<file path="config.mk">
export PLATFORM = sky130hd
export DESIGN_NAME = oldland_cache_maint_flat
export DESIGN_NICKNAME = d
export VERILOG_FILES = /design/src/rtl/oldland_cache_pkg.sv /design/src/rtl/oldland_cache_maint_if.sv /design/src/rtl/oldland_maint_timeout.sv /design/src/rtl/oldland_cache_maint.sv /design/src/flat_wrapper.sv
export SDC_FILE = /design/constraint.sdc
export NUM_CORES = 1
export LEC_CHECK = 0
export BUFFER_PORTS_ARGS = -buffer_cell sky130_fd_sc_hd__buf_4
export CORE_MARGIN = 1.5
export CORE_UTILIZATION = 48
export DETAILED_ROUTE_END_ITERATION = 12
export HOLD_SLACK_MARGIN = 0.02
export PLACE_DENSITY = 0.74
export SLEW_MARGIN = 20
export SYNTH_ARGS = -nofsm -noshare
export SYNTH_HDL_FRONTEND = slang
export SYNTH_SLANG_ARGS = --single-unit
export TNS_END_PERCENT = 1
</file>
<file path="constraint.sdc">
create_clock -name clk -period 1.75 [get_ports clk]
set_input_delay 0.175 -clock clk [delete_from_list [all_inputs] [get_ports clk]]
set_output_delay 0.175 -clock clk [all_outputs]
set_load 0.02 [all_outputs]
</file>
<file path="src/rtl/oldland_cache_pkg.sv">
// Shared definitions for the oldland cache ways and the maintenance sequencer.
package oldland_cache_pkg;

    localparam int unsigned CACHE_LINE_SIZE  = 32;
    localparam int unsigned CACHE_WAY_SIZE   = 4096;
    localparam int unsigned CACHE_INDEX_BITS = $clog2(CACHE_WAY_SIZE / CACHE_LINE_SIZE);

    localparam logic OP_INVAL = 1'b0;
    localparam logic OP_FLUSH = 1'b1;

    // One-hot encoding, matching the way controller FSM.
    typedef enum logic [4:0] {
        ST_IDLE    = 5'b00001,
        ST_ISSUE   = 5'b00010,
        ST_WAIT    = 5'b00100,
        ST_ADVANCE = 5'b01000,
        ST_DONE    = 5'b10000
    } maint_state_e;

endpackage

</file>
<file path="src/rtl/oldland_cache_maint_if.sv">
// Request/response and per-way operation bus of the cache maintenance sequencer.
interface oldland_cache_maint_if #(
    parameter int unsigned NR_WAYS    = 2,
    parameter int unsigned INDEX_BITS = 7
);
    logic                  req;
    logic                  req_flush;
    logic                  req_all;
    logic [INDEX_BITS-1:0] req_index;
    logic                  busy;
    logic                  done;
    logic                  error;
    logic                  cpu_stall;
    logic [NR_WAYS-1:0]    way_sel;
    logic [INDEX_BITS-1:0] c_index;
    logic                  c_inval;
    logic                  c_flush;
    logic [NR_WAYS-1:0]    cacheop_complete;

    modport master (
        output req, req_flush, req_all, req_index, cacheop_complete,
        input  busy, done, error, cpu_stall, way_sel, c_index, c_inval, c_flush
    );

    modport slave (
        input  req, req_flush, req_all, req_index, cacheop_complete,
        output busy, done, error, cpu_stall, way_sel, c_index, c_inval, c_flush
    );

endinterface

</file>
<file path="src/rtl/oldland_maint_timeout.sv">
// Loadable down-counter; expired_c is high once the count has reached zero.
module oldland_maint_timeout #(
    parameter int unsigned WIDTH = 6
) (
    input  logic             clk,
    input  logic             rst,
    input  logic             load,
    input  logic [WIDTH-1:0] load_val,
    input  logic             dec,
    output logic             expired_c
);

    logic [WIDTH-1:0] count_q, count_d;

    always_comb begin
        count_d = count_q;
        if (load) begin
            count_d = load_val;
        end else if (dec && (count_q != '0)) begin
            count_d = count_q - WIDTH'(1);
        end
    end

    always_ff @(posedge clk or negedge rst) begin
        if (!rst) begin
            count_q <= '0;
        end else begin
            count_q <= count_d;
        end
    end

    assign expired_c = (count_q == '0);

endmodule

</file>
<file path="src/rtl/oldland_cache_maint.sv">
// Sequences invalidate/flush operations over every way (and optionally every index)
// of an oldland cache, stalling the CPU while active.
module oldland_cache_maint
    import oldland_cache_pkg::*;
#(
    parameter int unsigned NR_WAYS        = 2,
    parameter int unsigned INDEX_BITS     = CACHE_INDEX_BITS,
    parameter int unsigned TIMEOUT_CYCLES = 64,
    parameter bit          READ_ONLY      = 1'b0
) (
    input  logic                  clk,
    input  logic                  rst,
    oldland_cache_maint_if.slave  bus
);

    localparam int unsigned WAY_BITS = (NR_WAYS > 1) ? $clog2(NR_WAYS) : 1;
    localparam int unsigned TMO_BITS = $clog2(TIMEOUT_CYCLES + 1);
    localparam logic [INDEX_BITS-1:0] LAST_INDEX = '1;
    localparam logic [WAY_BITS-1:0]   LAST_WAY   = WAY_BITS'(NR_WAYS - 1);

    maint_state_e          state_q, state_d;
    logic [INDEX_BITS-1:0] index_q, index_d;
    logic [WAY_BITS-1:0]   way_q, way_d;
    logic                  op_flush_q, op_flush_d;
    logic                  op_all_q, op_all_d;
    logic                  err_q, err_d;
    logic                  busy_q, busy_d;
    logic                  done_q, done_d;
    logic                  error_q, error_d;
    logic                  inval_q, inval_d;
    logic                  flush_q, flush_d;
    logic                  tmo_load_c, tmo_dec_c, tmo_expired_c;
    logic                  complete_c;

    oldland_maint_timeout #(.WIDTH(TMO_BITS)) u_timeout (
        .clk       (clk),
        .rst       (rst),
        .load      (tmo_load_c),
        .load_val  (TMO_BITS'(TIMEOUT_CYCLES - 1)),
        .dec       (tmo_dec_c),
        .expired_c (tmo_expired_c)
    );

    assign complete_c = bus.cacheop_complete[way_q];

    // Next-state, counters and registered-output decode.
    always_comb begin
        state_d    = state_q;
        index_d    = index_q;
        way_d      = way_q;
        op_flush_d = op_flush_q;
        op_all_d   = op_all_q;
        err_d      = err_q;
        tmo_load_c = 1'b0;
        tmo_dec_c  = 1'b0;

        unique case (state_q)
            ST_IDLE: begin
                if (bus.req) begin
                    op_flush_d = bus.req_flush;
                    op_all_d   = bus.req_all;
                    index_d    = bus.req_all ? '0 : bus.req_index;
                    way_d      = '0;
                    err_d      = 1'b0;
                    state_d    = (READ_ONLY && (bus.req_flush == OP_FLUSH)) ? ST_DONE : ST_ISSUE;
                end
            end
            ST_ISSUE: begin
                tmo_load_c = 1'b1;
                state_d    = ST_WAIT;
            end
            ST_WAIT: begin
                // A stuck way is skipped so one bad way cannot hang the CPU.
                if (complete_c) begin
                    state_d = ST_ADVANCE;
                end else if (tmo_expired_c) begin
                    err_d   = 1'b1;
                    state_d = ST_ADVANCE;
                end else begin
                    tmo_dec_c = 1'b1;
                end
            end
            ST_ADVANCE: begin
                if (way_q == LAST_WAY) begin
                    way_d = '0;
                    if (!op_all_q || (index_q == LAST_INDEX)) begin
                        state_d = ST_DONE;
                    end else begin
                        index_d = index_q + INDEX_BITS'(1);
                        state_d = ST_ISSUE;
                    end
                end else begin
                    way_d   = way_q + WAY_BITS'(1);
                    state_d = ST_ISSUE;
                end
            end
            ST_DONE: begin
                err_d   = 1'b0;
                state_d = ST_IDLE;
            end
            default: state_d = ST_IDLE;
        endcase

        busy_d  = (state_d != ST_IDLE);
        done_d  = (state_d == ST_DONE);
        error_d = (state_d == ST_DONE) && err_d;
        inval_d = (state_d == ST_ISSUE) && (op_flush_d == OP_INVAL);
        flush_d = (state_d == ST_ISSUE) && (op_flush_d == OP_FLUSH);
    end

    always_ff @(posedge clk or negedge rst) begin
        if (!rst) begin
            state_q    <= ST_IDLE;
            index_q    <= '0;
            way_q      <= '0;
            op_flush_q <= 1'b0;
            op_all_q   <= 1'b0;
            err_q      <= 1'b0;
            busy_q     <= 1'b0;
            done_q     <= 1'b0;
            error_q    <= 1'b0;
            inval_q    <= 1'b0;
            flush_q    <= 1'b0;
        end else begin
            state_q    <= state_d;
            index_q    <= index_d;
            way_q      <= way_d;
            op_flush_q <= op_flush_d;
            op_all_q   <= op_all_d;
            err_q      <= err_d;
            busy_q     <= busy_d;
            done_q     <= done_d;
            error_q    <= error_d;
            inval_q    <= inval_d;
            flush_q    <= flush_d;
        end
    end

    assign bus.busy      = busy_q;
    assign bus.cpu_stall = busy_q;
    assign bus.done      = done_q;
    assign bus.error     = error_q;
    assign bus.c_inval   = inval_q;
    assign bus.c_flush   = flush_q;
    assign bus.c_index   = index_q;
    assign bus.way_sel   = ((state_q == ST_ISSUE) || (state_q == ST_WAIT))
                           ? (NR_WAYS'(1) << way_q) : '0;

endmodule

</file>
<file path="src/flat_wrapper.sv">
// flat-port wrapper written by rule: the top's interface ports become plain ports
module oldland_cache_maint_flat import oldland_cache_pkg::*;
#(
    parameter int unsigned NR_WAYS        = 2,
    parameter int unsigned INDEX_BITS     = CACHE_INDEX_BITS,
    parameter int unsigned TIMEOUT_CYCLES = 64,
    parameter bit          READ_ONLY      = 1'b0
)
  (clk, rst, bus_req, bus_req_flush, bus_req_all, bus_req_index, bus_cacheop_complete, bus_busy, bus_done, bus_error, bus_cpu_stall, bus_way_sel, bus_c_index, bus_c_inval, bus_c_flush);
  oldland_cache_maint_if #(.NR_WAYS(NR_WAYS), .INDEX_BITS(INDEX_BITS)) bus_i ();
  input  logic clk;
  input  logic rst;
  input wire logic [$bits(bus_i.req)-1:0] bus_req;
  input wire logic [$bits(bus_i.req_flush)-1:0] bus_req_flush;
  input wire logic [$bits(bus_i.req_all)-1:0] bus_req_all;
  input wire logic [$bits(bus_i.req_index)-1:0] bus_req_index;
  input wire logic [$bits(bus_i.cacheop_complete)-1:0] bus_cacheop_complete;
  output wire logic [$bits(bus_i.busy)-1:0] bus_busy;
  output wire logic [$bits(bus_i.done)-1:0] bus_done;
  output wire logic [$bits(bus_i.error)-1:0] bus_error;
  output wire logic [$bits(bus_i.cpu_stall)-1:0] bus_cpu_stall;
  output wire logic [$bits(bus_i.way_sel)-1:0] bus_way_sel;
  output wire logic [$bits(bus_i.c_index)-1:0] bus_c_index;
  output wire logic [$bits(bus_i.c_inval)-1:0] bus_c_inval;
  output wire logic [$bits(bus_i.c_flush)-1:0] bus_c_flush;
  assign bus_i.req = bus_req;
  assign bus_i.req_flush = bus_req_flush;
  assign bus_i.req_all = bus_req_all;
  assign bus_i.req_index = bus_req_index;
  assign bus_i.cacheop_complete = bus_cacheop_complete;
  assign bus_busy = bus_i.busy;
  assign bus_done = bus_i.done;
  assign bus_error = bus_i.error;
  assign bus_cpu_stall = bus_i.cpu_stall;
  assign bus_way_sel = bus_i.way_sel;
  assign bus_c_index = bus_i.c_index;
  assign bus_c_inval = bus_i.c_inval;
  assign bus_c_flush = bus_i.c_flush;
  oldland_cache_maint #(.NR_WAYS(NR_WAYS), .INDEX_BITS(INDEX_BITS), .TIMEOUT_CYCLES(TIMEOUT_CYCLES), .READ_ONLY(READ_ONLY)) u_core (.clk(clk), .rst(rst), .bus(bus_i));
endmodule
</file>
==> Word level (Yosys, flattened, before mapping) <==
Cells that the tools add are included.
{ "classes": {"n_addsub": 3, "magnitude_cmp": 1, "eq_ne": 12, "shifts": 1, "n_mux": 29, "bitwise_logic": 1, "n_reduce_logical": 14} }
{ "ops": {"columns": ["cell", "n"], "rows": [
  ["7-bit 2-to-1 mux", 6],
  ["5-bit 2-to-1 mux", 5],
  ["5-bit one-hot mux with 4 select lines", 1],
  ["7-bit one-hot mux with 2 select lines", 1],
  ["1-bit 2-to-1 mux", 13],
  ["5-bit by 2-bit equality test with 1-bit output, second input constant", 2],
  ["5-bit equality test, second input constant", 2],
  ["7-bit by 1-bit adder with 7-bit output, second input constant", 1],
  ["7-bit equality test, second input constant", 1],
  ["7-bit logical NOT", 1],
  ["7-bit nonzero test", 1],
  ["7-bit by 1-bit subtractor with 7-bit output, second input constant", 1],
  ["5-bit by 1-bit equality test with 1-bit output, second input constant", 1],
  ["5-bit by 3-bit equality test with 1-bit output, second input constant", 1],
  ["5-bit by 4-bit equality test with 1-bit output, second input constant", 1],
  ["5-bit by 1-bit inequality test with 1-bit output, second input constant", 1],
  ["1-bit logical AND", 4],
  ["2-bit inequality test, second input constant", 2],
  ["2-bit AND reduction", 2],
  ["4-bit AND reduction", 1],
  ["2-bit nonzero test", 2],
  ["1-bit one-hot mux with 3 select lines", 1],
  ["1-bit logical OR", 2],
  ["1-bit by 2-bit < comparator with 1-bit output, second input constant", 1],
  ["7 further kinds", 7]
]} }
{ "totals": {"ff_bits": 28, "input_bits": 14, "output_inout_bits": 15, "word_cells": 73} }

==> Longest topological paths before layout <==
{ "depth": {"ltp_word": 7, "depth_mapped": 8, "ltp_nobuf": 7} }

==> Hierarchy <==
A second synthesis with hierarchy kept.
{ "hier_totals": {"cells_unflattened": 173, "hier_area_um2": 1635.3} }
{ "modules_own_cells": {"columns": ["mod", "n_inst", "cells_each", "area_per_inst_um2"], "rows": [
  ["oldland_cache_maint", 1, 121, 1173.6],
  ["oldland_maint_timeout", 1, 52, 461.7]
]} }

==> Worst setup path after synthesis <==
No wires, ideal clock.
{ "synth_timing": {"kind": "reg2reg", "start": "register u_core.state_q[1]", "end": "register u_core.flush_q (netlist: u_core.bus.c_flush)", "setup_ps": 131, "arrival_ps": 1685, "t_required_ps": 1619, "path_slack_ps": -67, "stages_incl_launch_ff": 6, "n_path_buf": 1, "period_less_slack_ps": 1817, "path_cell_list": "dfrtp_1 or2_1 or4_4 buf_6 mux2_4 nor2b_1"} }
{ "synth_between": {"word_cells_on_any_way": 11, "classes_between": "5 x eq/ne; 5 x mux; 1 x reduce/logical"} }
{ "synth_rtl": {"columns": ["item", "line_no", "source"], "rows": [
  ["start: declaration", "oldland_cache_maint.sv:21", "maint_state_e state_q, state_d;"],
  ["start signal: assignment", "oldland_cache_maint.sv:125", "state_q <= state_d;"],
  ["5-bit by 1-bit equality test with 1-bit output", "oldland_cache_maint.sv:57", "unique case (state_q)"],
  ["1-bit 2-to-1 mux", "oldland_cache_maint.sv:57", null],
  ["via u_core.op_flush_d", "oldland_cache_maint.sv:24", "logic op_flush_q, op_flush_d;"],
  ["1-bit logical AND", "oldland_cache_maint.sv:108", "flush_d = (state_d == ST_ISSUE) && (op_flush_d == OP_FLUSH);"],
  ["via u_core.flush_d", "oldland_cache_maint.sv:31", "logic flush_q, flush_d;"],
  ["end signal: assignment", "oldland_cache_maint.sv:135", "flush_q <= flush_d;"],
  ["end: declaration", "oldland_cache_maint.sv:31", null]
]} }
The timed path passes the listed nets, and every way through them passes these cells.
A chain may end at the register's enable or synchronous reset.

==> Worst setup path in the final report <==
{ "layout_timing": {"start": "register u_core.state_q[2]", "end": "output bus_way_sel[0]"} }
{ "layout_between": {"elab_chain_len": 3, "word_cells_on_any_way": 4, "classes_between": "2 x eq/ne; 1 x mux; 1 x reduce/logical"} }
{ "layout_lines": {"columns": ["item", "line_no", "source"], "rows": [
  ["5-bit by 2-bit equality test with 1-bit output / 5-bit by 3-bit equality test with 1-bit output (equally long branches)", "oldland_cache_maint.sv:146", "assign bus.way_sel = ((state_q == ST_ISSUE) || (state_q == ST_WAIT))"],
  ["1-bit logical OR *", "oldland_cache_maint.sv:146", null],
  ["2-bit 2-to-1 mux *", "oldland_cache_maint.sv:147", "? (NR_WAYS'(1) << way_q) : '0;"],
  ["end: declaration", "flat_wrapper.sv:22", "output wire logic [$bits(bus_i.way_sel)-1:0] bus_way_sel;"]
]} }
Every way passes the cells marked *; elsewhere a longest branch is shown, timed or not.

==> flow_summary.json <==
{
  "worst_pin_slew_ns": 0.3551,
  "slew_violations": 0,
  "syn_to_final_growth_pct": 36.38,
  "crit_path_max_incr_delay_ns": 0.46,
  "fin_ws_ns": -0.07096,
  "dieArea_um2": 3332,
  "portBuffers": 28,
  "status": "complete, but fails checks",
  "hold_ws_ns": 0.07782,
  "p_per_area_nw_per_um2": 1334,
  "drive_above_1_share_pct": 41.54,
  "grt_overflow": 0,
  "p_leak_nw": 0.8758,
  "relSlewSlack_pct": 76.33,
  "max-vdd-ir-drop_uv": 939.8,
  "postSynthAreaPerCell_um2": 9.984,
  "hold_depth": 2,
  "netlist_area_um2": 1438,
  "cap_violations": 0,
  "dieWidth_um": 57.73,
  "cp.depth": 4,
  "place_hpwl_um": 2500,
  "finalSetupTns_ns": -0.3208,
  "cts_sinks": 28,
  "htree_levels": 1,
  "core_area_um2": 2805,
  "wire_per_inst_um": 14.93,
  "synth.ff_latch_count": 28,
  "detail_route.iter0.violations": 32,
  "finalHoldViolCount": 0,
  "grt_pass1_vias": 1274,
  "min_period_over_period_pct": 104.1,
  "ff2ff_path_depth": 4,
  "path_cells": "nor3_2, nand3b_1, a21oi_2, buf_4",
  "post-route-min-period_ns": 1.821,
  "skew_ns": 0.005166,
  "grt_max_degree": 29,
  "required_ns": 1.57,
  "path_buf_inv": 1,
  "grt_usage_pct": 22.52,
  "drt-total-wl_um": 3375,
  "nNetsFinal": 212,
  "clockBufferDepth": 2,
  "synth-simple-area-share_pct": 22.19,
  "yosysSeqAreaShare_pct": 48.83,
  "synth_cells": 144,
  "tritoncts": "done",
  "syn_nets": 160,
  "critPathTopFamily": "simple AND/OR/NAND/NOR gates",
  "setup_viol": 9,
  "drc": 1,
  "antenna_found_initial": 0,
  "diodes": 0,
  "grt_pass1_wl_um": 5789,
  "synth_adder_area_share_pct": 1.741,
  "initial_utilization_pct": 51.25,
  "clk_pin_slew_ns": 0.16,
  "hold_class": "in2reg",
  "violations": "design-rule violations, negative setup slack",
  "antenna_left": 0,
  "timing_worst_setup_path_type": "reg2out",
  "synth-compound-area-share_pct": 14.45,
  "worstPathArrival_ns": 1.65,
  "yosysWarnings": 0,
  "critical_path.max_fanout": 5,
  "cts_root_buf": "clkbuf_4",
  "fmax_ghz": 0.5492,
  "drt_first_pass_iters": 10,
  "cts_buffers": 3,
  "dieHeight_um": 57.73,
  "vias": 1263,
  "endpoint_kind": "output port",
  "gp_congestion": 0.8952,
  "synth.area.mux_share_pct": 4.003,
  "synth_xor_area_share_pct": 3.655,
  "worst_setup_path_start_kind": "flop",
  "grt_setup_unrepaired": "yes",
  "insertion_delay_ns": 0.34,
  "synth_cell_types": 39,
  "avgViaCountPerCell": 5.588,
  "cp_slowest_cell": "dfrtp_1",
  "synth_top_family_by_area": "simple AND/OR/NAND/NOR gates",
  "pin_count": 29,
  "rows": 19
}
[placed cells by master, fill, tap and decap left out, types with 4 or more instances in the layout]
| cell | synthesis | final |
|---|---|---|
| o21ai_0 | 5 | 4 |
| a21oi_1 | 8 | 6 |
| inv_1 | 6 | 6 |
| nand3_1 | 9 | 9 |
| nand3b_1 | 4 | 4 |
| xor2_1 | 4 | 4 |
| nand2_1 | 15 | 13 |
| a21oi_2 | 5 | 7 |
| buf_4 | 1 | 51 |
| dfrtp_1 | 27 | 25 |
| nor2_1 | 10 | 10 |
[kinds of logic after synthesis]
kind of cell | after synthesis
buf+inv | 14
flops | 28
compound gates | 29
xor+xnor | 6
simple gates | 60
mux | 5
fa+ha+maj | 2
[what timing repair did]
action,4_1_cts,5_1_grt
resized for setup,7,9
gates cloned,0,0
endpoints found under the setup margin,13,23
hold buffers,1,0
pin swaps,4,5
setup buffers,3,2
hold endpoints to repair,28,0
[cell type report]
type	count	area, um2
Fill cell	223	844.6
Sequential cell	28	704.4
Clock inverter	1	30.03
Multi-Input combinational cell	102	715.7
Inverter	6	22.52
Clock buffer	3	22.52
Timing Repair Buffer	55	426.7
Tap cell	31	38.79
[worst paths after layout]
check                                       startpoint                                 endpoint  slack [ns]
max in group asynchronous                          rst              u_core.state_q[0]$_DFF_PN1_        1.20
min reg2reg                u_core.op_flush_q$_DFF_PN0_              u_core.op_flush_q$_DFF_PN0_        0.53
min in group asynchronous                          rst  u_core.u_timeout.count_q[4]$_DFFE_PN0P_        0.25
max                        u_core.state_q[2]$_DFF_PN0_                           bus_way_sel[0]       -0.07
max reg2reg                u_core.state_q[0]$_DFF_PN1_             u_core.bus.c_flush$_DFF_PN0_       -0.06
min                                      bus_req_flush              u_core.op_flush_q$_DFF_PN0_        0.08
[cell usage after synthesis (all sizes together)]
library cell	n	area [um2]
or2	1	6.260
nand4b	1	8.760
o41ai	1	8.760
nor4b	1	8.760
a21oi	13	83.83
ha	2	25.02
buf	5	40.04
o31ai	1	21.27
mux2i	2	20.02
nor2b	3	18.77
o21ai	5	25.02
xnor2	2	17.52
o311a	1	10.01
nor3	3	15.01
clkbuf	3	11.26
dfstp	1	26.28
mux2	3	37.53
a31oi	2	12.51
inv	6	22.52
or4	1	11.26
nand3	9	45.04
nand4	1	6.260
nand3b	4	30.03
dfrtp	27	675.7
nor3b	1	7.510
a21boi	1	7.510
nor2	10	37.54
or3	3	18.77
and2	1	6.260
and3b	2	17.52
nand2b	4	25.02
nand2	15	56.30
o22ai	2	12.51
a22o	3	26.28
xor2	4	35.03
[power by group]
group	internal (mW)	leakage (nW)	switching, mW
Combinational	0.581	0.516	0.619
Clock	0.232	0.0279	0.203
Sequential	0.827	0.332	0.152
Total	1.64	0.876	0.975
[layer usage]
| metal | wire length (um) | part of all wire (%) | track usage, % | vias up |
|---|---|---|---|---|
| met2 | 1624 | 48 | 36.53 | 30 |
| met3 | 84 | 2.5 | 2.009 | 5 |
| met4 | 49 | 1.5 | 7.309 | 0 |
| met5 | 0 | 0 | 0 | - |
| li1 | - | - | - | 602 |
| met1 | 1616 | 48 | 32.03 | 626 |
[metrics by stage]
| step | util [%] | instance area [um2] | setup WS, ns | instances | total power, mW |
|---|---|---|---|---|---|
| after global routing | 69.89 | 1961 | -0.1486 | 226 | 2.765 |
| final | 69.89 | 1961 | -0.07096 | 226 | 2.615 |
| after detailed placement | 64.01 | 1795 | -0.08948 | 216 | 2.084 |
| after floorplan | - | 1440 | -0.007292 | 144 | 1.640 |
| after CTS | 68.33 | 1917 | -0.05492 | 224 | 2.576 |
| after global placement | 64.01 | 1795 | 0.01975 | 216 | 2.046 |
(Power assumes the default switching activity.)
